===== config.mk =====
export PLATFORM = sky130hd
export DESIGN_NAME = xbar_requester_flat
export DESIGN_NICKNAME = d
export VERILOG_FILES = /design/src/rtl/xbar_requester_if.sv /design/src/rtl/xbar_requester.sv /design/src/flat_wrapper.sv
export SDC_FILE = /design/constraint.sdc
export NUM_CORES = 1
export LEC_CHECK = 0
export ABC_AREA = 1
export BUFFER_PORTS_ARGS = -buffer_cell sky130_fd_sc_hd__buf_2
export CELL_PAD_IN_SITES_DETAIL_PLACEMENT = 1
export CELL_PAD_IN_SITES_GLOBAL_PLACEMENT = 1
export CORE_ASPECT_RATIO = 0.5
export CORE_MARGIN = 5
export CORE_UTILIZATION = 49
export DETAILED_ROUTE_END_ITERATION = 16
export GPL_TIMING_DRIVEN = 0
export PLACE_DENSITY_LB_ADDON = 0.1
export SETUP_SLACK_MARGIN = 0.2
export SLEW_MARGIN = 20
export SYNTH_ARGS = -nofsm -noshare
export SYNTH_HDL_FRONTEND = slang
export SYNTH_SLANG_ARGS = --single-unit

===== constraint.sdc =====
create_clock -name clock -period 6.2 [get_ports clock]
set_clock_uncertainty 0.15 [all_clocks]
set_input_delay 1.24 -clock clock [delete_from_list [all_inputs] [get_ports clock]]
set_output_delay 1.24 -clock clock [all_outputs]
set_load 0.05 [all_outputs]

===== src/rtl/xbar_requester_if.sv =====
// Request/grant and flit streaming bundle between an input-port requester,
// its upstream flit source, the output arbiters and the crossbar.
interface xbar_requester_if #(
    parameter int DATA_W  = 32,
    parameter int NUM_OUT = 4,
    parameter int DEST_W  = 2
);
    // A flit moves on a rising edge where both valid and ready are high; valid
    // never depends combinationally on the ready of the same channel.
    logic              in_valid;
    logic              in_ready;
    logic [DATA_W-1:0] in_data;
    logic              in_last;
    logic [DEST_W-1:0] in_dest;
    logic [NUM_OUT-1:0] request;
    logic [NUM_OUT-1:0] grant;
    logic              out_valid;
    logic              out_ready;
    logic [DATA_W-1:0] out_data;
    logic              out_last;

    modport master (
        input  in_valid, in_data, in_last, in_dest, grant, out_ready,
        output in_ready, request, out_valid, out_data, out_last
    );

    modport slave (
        output in_valid, in_data, in_last, in_dest, grant, out_ready,
        input  in_ready, request, out_valid, out_data, out_last
    );
endinterface


===== src/rtl/xbar_requester.sv =====
// Crossbar input-port requester: buffers flits, requests the head packet's
// output, and streams the whole packet while the matching grant is held.
module xbar_requester #(
    parameter int DATA_W  = 32,
    parameter int DEPTH   = 8,
    parameter int NUM_OUT = 4,
    parameter int DEST_W  = 2
) (
    input  logic                   clock,
    input  logic                   reset_n,
    xbar_requester_if.master       bus,
    output logic [$clog2(DEPTH):0] fill_level,
    output logic [1:0]             fsm_state
);
    localparam int AW = $clog2(DEPTH);
    localparam int EW = DEST_W + 1 + DATA_W;

    typedef enum logic [1:0] {
        IDLE = 2'd0,
        REQ  = 2'd1,
        XFER = 2'd2
    } state_t;

    state_t             state_q, state_d;
    logic [NUM_OUT-1:0] request_q, request_d;

    logic [EW-1:0]      mem [DEPTH];
    logic [AW:0]        wr_ptr, rd_ptr;
    logic [AW:0]        count;
    logic               full, empty;
    logic               push, pop;
    logic [EW-1:0]      head;
    logic [DEST_W-1:0]  head_dest;
    logic               head_last;
    logic               granted;

    // Extra pointer MSB separates full (MSBs differ) from empty (equal).
    assign count      = wr_ptr - rd_ptr;
    assign full       = (count == (AW+1)'(DEPTH));
    assign empty      = (wr_ptr == rd_ptr);
    assign fill_level = count;

    assign head       = mem[rd_ptr[AW-1:0]];
    assign head_dest  = head[EW-1 -: DEST_W];
    assign head_last  = head[DATA_W];

    assign granted    = |(bus.grant & request_q);

    assign bus.in_ready  = ~full;
    assign bus.request   = request_q;
    assign bus.out_valid = (state_q == XFER) & ~empty & granted;
    assign bus.out_data  = head[DATA_W-1:0];
    assign bus.out_last  = head_last;

    assign push = bus.in_valid & ~full;
    assign pop  = bus.out_valid & bus.out_ready;

    assign fsm_state = state_q;

    always_ff @(posedge clock) begin
        if (push) begin
            mem[wr_ptr[AW-1:0]] <= {bus.in_dest, bus.in_last, bus.in_data};
        end
    end

    always_ff @(posedge clock or negedge reset_n) begin
        if (!reset_n) begin
            wr_ptr <= '0;
            rd_ptr <= '0;
        end else begin
            if (push) wr_ptr <= wr_ptr + 1'b1;
            if (pop)  rd_ptr <= rd_ptr + 1'b1;
        end
    end

    always_ff @(posedge clock or negedge reset_n) begin
        if (!reset_n) begin
            state_q   <= IDLE;
            request_q <= '0;
        end else begin
            state_q   <= state_d;
            request_q <= request_d;
        end
    end

    // Returning to IDLE with request cleared guarantees one request-free
    // cycle between packets so the arbiter can rotate.
    always_comb begin
        state_d   = state_q;
        request_d = request_q;
        case (state_q)
            IDLE: begin
                if (!empty) begin
                    request_d = NUM_OUT'(1) << head_dest;
                    state_d   = REQ;
                end
            end
            REQ: begin
                if (granted) state_d = XFER;
            end
            XFER: begin
                if (pop && head_last) begin
                    request_d = '0;
                    state_d   = IDLE;
                end
            end
            default: begin
                state_d   = IDLE;
                request_d = '0;
            end
        endcase
    end
endmodule

===== src/flat_wrapper.sv =====
// flat-port wrapper written by rule: the top's interface ports become plain ports
module xbar_requester_flat 
#(
    parameter int DATA_W  = 32,
    parameter int DEPTH   = 8,
    parameter int NUM_OUT = 4,
    parameter int DEST_W  = 2
)
  (clock, reset_n, fill_level, fsm_state, bus_in_valid, bus_in_data, bus_in_last, bus_in_dest, bus_grant, bus_out_ready, bus_in_ready, bus_request, bus_out_valid, bus_out_data, bus_out_last);
  xbar_requester_if #(.DATA_W(DATA_W), .NUM_OUT(NUM_OUT), .DEST_W(DEST_W)) bus_i ();
  input  logic clock;
  input  logic reset_n;
  output logic [$clog2(DEPTH):0] fill_level;
  output logic [1:0] fsm_state;
  input wire logic [$bits(bus_i.in_valid)-1:0] bus_in_valid;
  input wire logic [$bits(bus_i.in_data)-1:0] bus_in_data;
  input wire logic [$bits(bus_i.in_last)-1:0] bus_in_last;
  input wire logic [$bits(bus_i.in_dest)-1:0] bus_in_dest;
  input wire logic [$bits(bus_i.grant)-1:0] bus_grant;
  input wire logic [$bits(bus_i.out_ready)-1:0] bus_out_ready;
  output wire logic [$bits(bus_i.in_ready)-1:0] bus_in_ready;
  output wire logic [$bits(bus_i.request)-1:0] bus_request;
  output wire logic [$bits(bus_i.out_valid)-1:0] bus_out_valid;
  output wire logic [$bits(bus_i.out_data)-1:0] bus_out_data;
  output wire logic [$bits(bus_i.out_last)-1:0] bus_out_last;
  assign bus_i.in_valid = bus_in_valid;
  assign bus_i.in_data = bus_in_data;
  assign bus_i.in_last = bus_in_last;
  assign bus_i.in_dest = bus_in_dest;
  assign bus_i.grant = bus_grant;
  assign bus_i.out_ready = bus_out_ready;
  assign bus_in_ready = bus_i.in_ready;
  assign bus_request = bus_i.request;
  assign bus_out_valid = bus_i.out_valid;
  assign bus_out_data = bus_i.out_data;
  assign bus_out_last = bus_i.out_last;
  xbar_requester #(.DATA_W(DATA_W), .DEPTH(DEPTH), .NUM_OUT(NUM_OUT), .DEST_W(DEST_W)) u_core (.clock(clock), .reset_n(reset_n), .bus(bus_i), .fill_level(fill_level), .fsm_state(fsm_state));
endmodule

After elaboration in Yosys (flattened, before gate mapping)
Memory sizes are Yosys's and may differ from the RTL's.
Cells that the tools add are included.

cells by class
  equality and inequality tests = 7
  mux-type cells = 9
  add/sub/neg operators = 3
  bitwise operators = 8
  reductions and logical operators = 5
  shift-type cells = 1

operators with widths
  kind                 count
  $pmux 4 s3           1
  $add 4x1->4 const B  2
  $mux 4               2
  $mux 2               3
  $pmux 2 s3           1
  $reduce_and 3->1     2
  $and 1x1->1          4
  $and 4x4->4          1
  $eq 4x4->1           1
  $eq 4x4->1 const B   1
  $ne 2x2->1 const B   2
  $reduce_or 4->1      1
  $shl 1x2->4 const A  1
  $sub 4x4->4          1
  $not 1->1            3
  $eq 2x1->1 const B   1
  $eq 2x2->1 const B   1
  $logic_not 2->1      1
  $mux 1               2
  $ne 2x1->1 const B   1
  $logic_and 1x1->1    1

storage, ports and cells
  input bits = 43
  memories = 1
  bits in writable memories = 280
  output and inout port bits = 45
  register bits = 14
  word-level logic and storage cells = 38

memory list
  name        words  bits a word  read ports  clocked after memory_dff  write ports  RTL line              source
  u_core.mem  8      35           1           0                         1            xbar_requester.sv:27  logic [EW-1:0] mem [DEPTH];

Logic depth before layout (Yosys ltp)
  word-level depth = 8
  depth in mapped cells = 15

Worst setup path after synthesis
Ideal clock, no wire load.

  path kind = register -> register
  start point = reg u_core.rd_ptr[2]
  end point = mem u_core.mem[1][0] in the netlist's numbering, enable pin
  stages on the path, launching flop included = 10
  path buffers = 2
  data arrival time = 5.249 ns
  slack = 0.330 ns
  cell sequence = dfrtp_1 > inv_1 > buf_2 > clkbuf_1 > ha_1 > xnor2_1 > nor3_1 > nand2_2 > nand2_2 > nor3_1

between the ends
  word-level cells in the longest chain between the ends = 6

RTL lines
  item                          RTL line              source
  start: declaration            xbar_requester.sv:28  logic [AW:0] wr_ptr, rd_ptr;
  start signal: assignment      xbar_requester.sv:72  if (pop) rd_ptr <= rd_ptr + 1'b1;
  $sub 4x4->4                   xbar_requester.sv:38  assign count = wr_ptr - rd_ptr;
  named net fill_level[2]       flat_wrapper.sv:13    output logic [$clog2(DEPTH):0] fill_level;
  $eq 4x4->1                    xbar_requester.sv:39  assign full = (count == (AW+1)'(DEPTH));
  $not 1->1                     n/a
  named net bus_in_ready        flat_wrapper.sv:21    output wire logic [$bits(bus_i.in_ready)-1:0] bus_in_ready;
  $and 1x1->1                   xbar_requester.sv:55  assign push = bus.in_valid & ~full;
  $mux 1                        xbar_requester.sv:61  if (push) begin
  $mux 1 (implied by the code)  xbar_requester.sv:62  mem[wr_ptr[AW-1:0]] <= {bus.in_dest, bus.in_last, bus.in_data};
  end: declaration              xbar_requester.sv:27

The timed path passes the listed nets, and every way through them passes these cells.

Final worst setup path
  start point = reg u_core.rd_ptr[2]
  end point = out bus_in_ready

between the ends
  word-level cells in the longest chain between the ends = 3

RTL lines
  item              RTL line              source
  $sub 4x4->4       xbar_requester.sv:38
  $eq 4x4->1        xbar_requester.sv:39
  $not 1->1         xbar_requester.sv:49  assign bus.in_ready = ~full;
  end: declaration  flat_wrapper.sv:21

No other way between the ends.

==> results.md <==
- Status: finished, final reports clean
- Final Hold Viols: 0
- Die area: 27540 µm²
- GRT overflow: 0
- Global-route track usage on met3: 3.522%
- Initial Utilization: 49.56%
- Slew at the pin closest to its max-slew limit: 0.8329 ns
- Total Wirelength: 32990 µm
- Max stage delay on crit path: 0.56 ns
- Achievable frequency: 202.2 MHz
- Maxcap violations: 0
- Reg-to-reg endpoint: u_core.mem[2][3]
- Sequential share of the synthesized area: 74.02%
- Type of origin of the critical path: flip-flop
- CTS tree: done
- Clk buf depth: 3
- Drt pass-1 iters: 5
- IO Count: 88
- Met2 Usage GRT: 39.76%
- Hold Path Class: flip-flop to flip-flop
- Number of buffer cells added on primary ports: 87
- First-pass GRT wire length: 50280 µm
- CTS H-tree depth: 1
- Mapped Area: 11830 µm²
- Post-placement cell area: 12970 µm²
- Share of layout cells above drive strength 1: 17.39%
- Count of pins over their slew limit: 0
- Min Tclk post-route: 4.946 ns
- Worst R2R Start: u_core.rd_ptr[2]
- Netlist cell types: 31
- Setup TNS: 0 ns
- Synth Register Bits: 294
- Util after Layout: 57.93%
- Syn Area/Cell: 12.47 µm²
- Initial antenna violation count: 2
- Total track usage: 23.83%
- Syn-to-layout area delta: 16.88%
- CP cell instances: inv_1 -> buf_2 -> clkbuf_1 -> ha_1 -> a21oi_1 -> o21ai_1 -> or2_1 -> nand2_1 -> inv_1 -> nand2_2 -> buf_2
- Vias: 8146
- Synthesis Warnings: 0
- DIE HEIGHT: 119.9 µm
- Layout net count: 1134
- Register Area: 8758 µm²
- CTS Hold Bufs: 0
- Vias in the first global route: 8535
- Setup crit end: bus_in_ready
- Synth Instances: 949
- Syn_nets: 998
- Flop2flop setup slack: 1.59 ns
- Peak supply drop: 0.2128 mV
- Skew-Pair Late Insertion Delay: 0.53 ns
- Core footprint: 23870 µm²
- ANT nets after route: 0
- Area of the multi-input gates: 2649 µm²
- Final period utilization: 79.78%
- Met1 global-route usage: 33.85%
- PostCTS Resize Cnt: 0
- Post-route DRC violation count: 0
- Design area: 13830 µm²
- Setup Viol. Count Final: 0
- Crit Path Category: flip-flop to output pin
- Routed len/inst: 23.23 µm
- CP startpoint: u_core.rd_ptr[2]
- Clk pin slew, worst setup/hold paths: 0.07 ns
- Setup Fix Bufs, Post-CTS: 0
- Fill count: 2430
- Critical Path Sink Type: output pin
- Largest net degree at the start of global routing: 23
- Power per cell area: 347.5 nW/µm²
- Pwr Total: 4806 µW
- R2R cell count: 13
- RSZ-0062 raised after global routing: no
- Slowest CP cell: clkbuf_1
- Gr busiest metal: met2
- Placer Congestion: 0.7802
- Crit Path Max Fanout: 10
- Rows: 40
- Crit path DAT: 3.56 ns
- Initial DRC Count: 740
- Root Driver: clkbuf_16
- Via/cell ratio: 5.737
- Clk sinks: 294
- CP required: 4.81 ns
- Leak: 0.005085 µW
- DP Wirelength: 21950 µm
- TritonCTS Buffers: 26
- Die Span X: 229.8 µm
- Relative slew slack: 44.34%
worst max-delay path: cells and delay by family, from the launching register on:
family,cells,cell delay (ns)
buffers and inverters,5,1.52
DFF,1,0.48
adders and majority gates,1,0.39
and+or+nand+nor,3,0.36
AOI/OAI and AO/OA,2,0.25
kinds of logic (layout without fill, tap and decap cells):
group	count (synthesis)	in the layout	synth area share (%)
AND/OR/NAND/NOR	348	348	11.74
flip-flops	294	294	74.02
AO/OA/AOI/OAI	198	198	9.062
buffers and inverters	97	252	4.039
adder cells (fa/ha/maj)	6	6	0.6979
XOR/XNOR	6	6	0.4441
other	0	1	0
worst min-delay path by stage:
stage	start	end	slack (ns)	cells after the start
3_5_place_dp	u_core.bus.request[3]	u_core.bus.request[3]	0.35	2
2_1_floorplan	u_core.wr_ptr[3]	u_core.wr_ptr[3]	0.33	2
5_1_grt	u_core.wr_ptr[3]	u_core.wr_ptr[3]	0.41	2
6_report	u_core.bus.request[0]	u_core.bus.request[0]	0.37	2
3_3_place_gp	u_core.bus.request[3]	u_core.bus.request[3]	0.33	2
4_1_cts	u_core.bus.request[3]	u_core.bus.request[3]	0.37	2
through the flow:
stage	hold WS [ns]	cells	setup WS [ns]
3_3_place_gp	0.3258	1351	-2.124
4_1_cts	0.3685	1419	1.257
6_report	0.3655	1420	1.254
3_5_place_dp	0.3519	1372	1.585
5_1_grt	0.4077	1420	1.056
2_1_floorplan	0.3341	949	0.3299
area by class of cell:
type                       instances  share of cell area [%]
antenna                            1                 0.01809
buffer                            53                   2.226
clock buffer                      28                   4.759
clock inverter                    19                   1.411
inverter                          44                   1.230
multi-input combinational        558                   19.15
sequential                       294                   63.33
tap                              315                   2.850
timing repair buffer             108                   5.021
cells in the mapped netlist (all sizes together):
cell,number,area [µm²]
a21oi,1,5.000
a31oi,32,200.2
buf,32,229.0
clkbuf,21,78.83
dfrtp,14,350.3
edfxtp,280,8408
fa,1,20.02
ha,5,62.56
inv,44,170.2
nand2,76,302.8
nand3,22,115.1
nand4,6,37.54
nor2,239,907.1
nor3,4,20.02
o21ai,132,660.6
o22ai,33,206.5
or2,1,6.260
xnor2,2,17.52
xor2,4,35.03
metal layers:
metal | part of all wire [%] | vias to the layer above | routed length, µm
met5 | 0.061 | - | 20
met4 | 1.7 | 2 | 563
met3 | 5.9 | 43 | 1937
met2 | 48 | 281 | 15850
met1 | 44 | 4165 | 14620
li1 | - | 3655 | -
sequential cells by signal (all words and copies together) (netlist names):
name / flops
u_core.mem: 280
u_core.bus.request: 4
u_core.rd_ptr: 4
u_core.wr_ptr: 4
u_core.fsm_state: 2
cells in the final DEF (no fill, tap or decap), types with 2 or more instances in the layout:
| master | synthesis | final |
|---|---|---|
| dfrtp_1 | 14 | 14 |
| clkinv_2 | 0 | 5 |
| buf_16 | 0 | 3 |
| o21ai_0 | 127 | 127 |
| buf_12 | 0 | 3 |
| bufinv_16 | 0 | 4 |
| clkbuf_16 | 0 | 26 |
| nand2_1 | 71 | 71 |
| ha_1 | 5 | 5 |
| nor2_4 | 1 | 6 |
| inv_1 | 41 | 41 |
| edfxtp_1 | 280 | 280 |
| buf_2 | 12 | 99 |
| xnor2_1 | 2 | 2 |
| o22ai_1 | 33 | 33 |
| inv_2 | 2 | 2 |
| clkbuf_1 | 21 | 23 |
| nor2_1 | 237 | 232 |
| nand4_1 | 6 | 6 |
| xor2_1 | 4 | 4 |
| buf_4 | 10 | 24 |
| nand3_1 | 21 | 21 |
| o21ai_1 | 5 | 5 |
| a31oi_1 | 32 | 32 |
| clkinv_1 | 0 | 9 |
| buf_1 | 3 | 3 |
| buf_6 | 6 | 7 |
| nor3_2 | 0 | 3 |
| nand2_2 | 4 | 4 |
power breakdown:
group / internal, µW / switching [µW] / total [µW]
clock network: 933 / 719 / 1650
registers: 2440 / 66.2 / 2510
logic: 170 / 477 / 647
No activity file was read; power rests on OpenSTA's default activity.
